==> src/rtl/serial_add_ctrl_pkg.sv <==
// Shared definitions for the bit-serial adder controller: state encodings and
// the bit-counter width helper.
package serial_add_ctrl_pkg;

  typedef enum logic [1:0] {
    ST_IDLE = 2'd0,
    ST_RUN  = 2'd1,
    ST_DONE = 2'd2
  } state_e;

  // A single-bit operand still needs a one-bit counter.
  function automatic int cnt_width(input int w);
    return (w > 1) ? $clog2(w) : 1;
  endfunction

endpackage

==> src/rtl/fa_from_ha.sv <==
// One-bit full adder composed of two half adders and an OR of their carries.
module fa_from_ha (
  input  logic a,
  input  logic b,
  input  logic cin,
  output logic s,
  output logic cout
);

  logic s0;
  logic c0;
  logic c1;

  half_adder u_ha0 (.a(a),  .b(b),   .s(s0), .c(c0));
  half_adder u_ha1 (.a(s0), .b(cin), .s(s),  .c(c1));

  assign cout = c0 | c1;

endmodule

==> src/rtl/half_adder.sv <==
// Half adder cell: sum and carry of two bits.
module half_adder (
  input  logic a,
  input  logic b,
  output logic s,
  output logic c
);

  assign s = a ^ b;
  assign c = a & b;

endmodule

==> src/rtl/serial_add_ctrl.sv <==
// Bit-serial W-bit adder: operands accepted over a valid/ready handshake,
// summed LSB-first through one shared full adder, result held until taken.
//
// state   | meaning
// IDLE    | waiting for operands, in_ready high
// RUN     | one bit per cycle through the full adder
// DONE    | result valid and held until out_ready
module serial_add_ctrl
  import serial_add_ctrl_pkg::*;
#(
  parameter int W = 8
) (
  input  logic         clk,
  input  logic         rst,
  input  logic         in_valid,
  output logic         in_ready,
  input  logic [W-1:0] a,
  input  logic [W-1:0] b,
  input  logic         cin,
  output logic         out_valid,
  input  logic         out_ready,
  output logic [W-1:0] sum,
  output logic         cout,
  output logic         busy
);

  localparam int CW = cnt_width(W);

  state_e         state_q;
  state_e         state_d;
  logic [CW-1:0]  cnt_q;
  logic [W-1:0]   sa_q;
  logic [W-1:0]   sb_q;
  logic [W-1:0]   sum_q;
  logic           carry_q;
  logic           cout_q;
  logic           fa_s;
  logic           fa_c;
  logic           last_bit;

  fa_from_ha u_fa (
    .a    (sa_q[0]),
    .b    (sb_q[0]),
    .cin  (carry_q),
    .s    (fa_s),
    .cout (fa_c)
  );

  assign last_bit = (cnt_q == CW'(W - 1));

  always_comb begin
    state_d = state_q;
    case (state_q)
      ST_IDLE: if (in_valid) state_d = ST_RUN;
      ST_RUN:  if (last_bit) state_d = ST_DONE;
      ST_DONE: if (out_ready) state_d = ST_IDLE;
      default: state_d = ST_IDLE;
    endcase
  end

  // The unused encoding reports neither ready nor valid, so busy stays ~in_ready.
  assign in_ready  = (state_q == ST_IDLE);
  assign out_valid = (state_q == ST_DONE);
  assign busy      = ~in_ready;
  assign sum       = sum_q;
  assign cout      = cout_q;

  always_ff @(posedge clk) begin
    if (rst) begin
      state_q <= ST_IDLE;
      cnt_q   <= '0;
      sa_q    <= '0;
      sb_q    <= '0;
      sum_q   <= '0;
      carry_q <= 1'b0;
      cout_q  <= 1'b0;
    end else begin
      state_q <= state_d;
      case (state_q)
        ST_IDLE: begin
          if (in_valid) begin
            sa_q    <= a;
            sb_q    <= b;
            carry_q <= cin;
            sum_q   <= '0;
            cnt_q   <= '0;
          end
        end
        ST_RUN: begin
          sa_q    <= sa_q >> 1;
          sb_q    <= sb_q >> 1;
          // New sum bit enters at the MSB so the LSB lands at bit 0 after W shifts.
          sum_q   <= (sum_q >> 1) | (W'(fa_s) << (W - 1));
          carry_q <= fa_c;
          cnt_q   <= cnt_q + CW'(1);
          if (last_bit) cout_q <= fa_c;
        end
        default: ;
      endcase
    end
  end

endmodule

==> config.mk <==
export PLATFORM = sky130hd
export DESIGN_NAME = serial_add_ctrl
export DESIGN_NICKNAME = d
export VERILOG_FILES = /design/src/rtl/serial_add_ctrl_pkg.sv /design/src/rtl/fa_from_ha.sv /design/src/rtl/half_adder.sv /design/src/rtl/serial_add_ctrl.sv
export SDC_FILE = /design/constraint.sdc
export NUM_CORES = 1
export LEC_CHECK = 0
export ABC_AREA = 1
export CORE_ASPECT_RATIO = 2
export CORE_MARGIN = 1.5
export CORE_UTILIZATION = 26
export DETAILED_ROUTE_END_ITERATION = 10
export GPL_TIMING_DRIVEN = 0
export SLEW_MARGIN = 5
export SYNTH_ARGS = -nofsm -noshare
export SYNTH_HDL_FRONTEND = slang
export SYNTH_SLANG_ARGS = --single-unit
==> constraint.sdc <==
create_clock -name clk -period 1.7 [get_ports clk]
set_input_delay 0.17 -clock clk [delete_from_list [all_inputs] [get_ports clk]]
set_output_delay 0.17 -clock clk [all_outputs]
set_load 0.005 [all_outputs]
==> results_dict.tcl <==
set metrics [dict create \
    numCtsBuffers 5 \
    yosys_warnings 0 \
    area_delta_synth_final_pct 34.0 \
    worstPathArrival_ns 1.45 \
    ctsResizeCount 1 \
    powerDensity_mw_per_mm2 859 \
    synth_top_area_cell "dfxtp_1" \
    drt_iter0_drc 26 \
    place_ws_ns 0.0855 \
    htreeDepth 2 \
    finalPower_uw 1710 \
    syn_inst 227 \
    grt_use_total_pct 12.8 \
    critical_path_class "flip-flop to output pin" \
    setup_viol 0 \
    fp.dieH_um 110 \
    cts_tree "built" \
    fp.dieArea_mm2 0.00619 \
    netlist_area_mm2 0.00148 \
    fin_crit_sh_pct 95.6 \
    grt-ovfl-total 0 \
    antenna_found_initial 0 \
    gp_congestion 0.735 \
    layout_setup_ws_ns 0.0752 \
    hold_viol_final 0 \
    crit_fanout 4 \
    cp-start-kind "flip-flop" \
    drc 0 \
    cts_root_buffer "clkbuf_8" \
    period_needed_ns 1.62 \
    final_nets 290 \
    min_from "sb_q[7]" \
    outcome "finished, final reports clean" \
    routedWlPerCell_um 10.3 \
    num_io_pins 33 \
    synth.net_count 251 \
    mostFrequentLayoutCells "nand2_1, inv_1, clkdlybuf4s50_1" \
    num_vias 1393 \
    start_util_pct 27.1 \
    critPathRequiredTime_ns 1.53 \
    portBuffers 32 \
    maxSlewViolCount 0 \
    crit_start "state_q[1]" \
    tightest_slew_ns 0.441 \
    drtPass1Iterations 4 \
    synth_top_area_share_pct 41.9 \
    worstSetupEndpointType "output pin" \
    leakagePower_uw 0.000914 \
    die_x_um 56.4 \
    stdcell_area_mm2 0.00199 \
    clockBufferDepth 2 \
    grt_pass1_wl_um 6210 \
    max_clock_freq_mhz 615 \
    layout-drive-gt1-share_pct 7.87 \
    dpl_cell_area_mm2 0.00188 \
    viasPerCell 4.26 \
    postCtsHoldBufs 0 \
    reg2reg_slack_ns 0.44 \
    path_clk_slew_ns 0.06 \
    clock_latency_ns 0.28 \
    ys_seq_area_share_pct 41.9 \
    clock-sinks 31 \
    synth.avg_cell_area_um2 6.53 \
    yosys-top-cells-area "dfxtp_1, nand2_1, inv_1, a21oi_1, nor2_1" \
    cts_setup_buffers 0 \
    ys_ff_latch 31 \
    irDropWorstVdd_mv 0.649 \
    r2r_start "state_q[1]" \
    hold_path.class "flip-flop to flip-flop" \
    cap_violations 0 \
    diodes 0 \
    synth.distinct_cells 18 \
    drtAntennaViolNets 0 \
    whs_ns 0.464 \
    slew_headroom_pct 70.6 \
    fp.coreArea_mm2 0.00547 \
    grt_max_degree 11 \
    grt_pass1_vias 1498 \
    wl_um 3360 \
    fin_skew_ns 0.00285 \
    hpwl_um 2520 \
    rows 38 \
    final_common_cell "nand2_1" \
]
-- cell families (layout without fill, tap and decap cells) --
logic type	Yosys count	in the layout	synth area share [%]
AOI/OAI and AO/OA	31	31	11.2
adders and majority gates	3	3	3.04
buffers and inverters	50	90	14.5
DFF	31	31	41.9
and+or+nand+nor	112	112	29.3
-- cell usage after synthesis --
| cell | instances |
|---|---|
| a21oi_1 | 28 |
| buf_2 | 4 |
| buf_4 | 2 |
| buf_6 | 2 |
| clkbuf_1 | 2 |
| clkinv_1 | 1 |
| dfxtp_1 | 31 |
| fa_1 | 1 |
| ha_1 | 2 |
| inv_1 | 38 |
| inv_2 | 1 |
| nand2_1 | 85 |
| nand3_1 | 3 |
| nor2_1 | 22 |
| nor2_4 | 1 |
| o21ai_0 | 2 |
| o21ai_4 | 1 |
| or2_2 | 1 |
-- final timing paths --
check | cells past startpoint | end
setup / recovery | 3 | out_valid
hold / removal | 2 | sb_q[7]
setup reg to reg | 6 | sa_q[6]
hold reg to reg | 2 | sb_q[7]
-- stage by stage --
step	std cells	utilization, %	setup TNS [ns]
6_report	327	36.3	0
5_1_grt	327	36.3	-0.00979
4_1_cts	327	36.2	0
3_5_place_dp	319	34.3	0
3_3_place_gp	319	34.3	0
2_1_floorplan	227	-	0
-- critical path, stage by stage, from the launching register on --
cell and delay (ns):
dfxtp_2 0.39, inv_1 0.12, nor2_1 0.14, clkdlybuf4s50_1 0.52
-- sequential cells by signal, summed over array words and instances, names as in the netlist --
signal	cells
sb_q	8
cnt_q	3
sum	8
cout	1
carry_q	1
state_q	2
sa_q	8
-- per-layer routing --
layer | vias to the layer above | share of wire [%] | track usage, % | wire [µm]
li1 | 749 | - | - | -
met5 | - | 0 | 0 | 0
met2 | 30 | 53 | 24.5 | 1790
met1 | 607 | 41 | 12.4 | 1370
met4 | 0 | 2.4 | 7.31 | 80
met3 | 7 | 3.7 | 2.82 | 123
-- power by group --
part	switching, µW	internal, µW	total, µW
Clock	264	369	633
Combinational	154	132	285
Sequential	15.7	771	787
Total	433	1270	1710
-- final cells by class --
cell class / count / area, µm²
fillers: 605 / 3480
plain buffers: 10 / 65.1
clock buffers: 8 / 100
repair buffers: 32 / 320
well taps: 60 / 75.1
multi-input cells: 146 / 653
inverters: 40 / 150
flip-flops and latches: 31 / 622
Power figures use the tool's default switching activity.
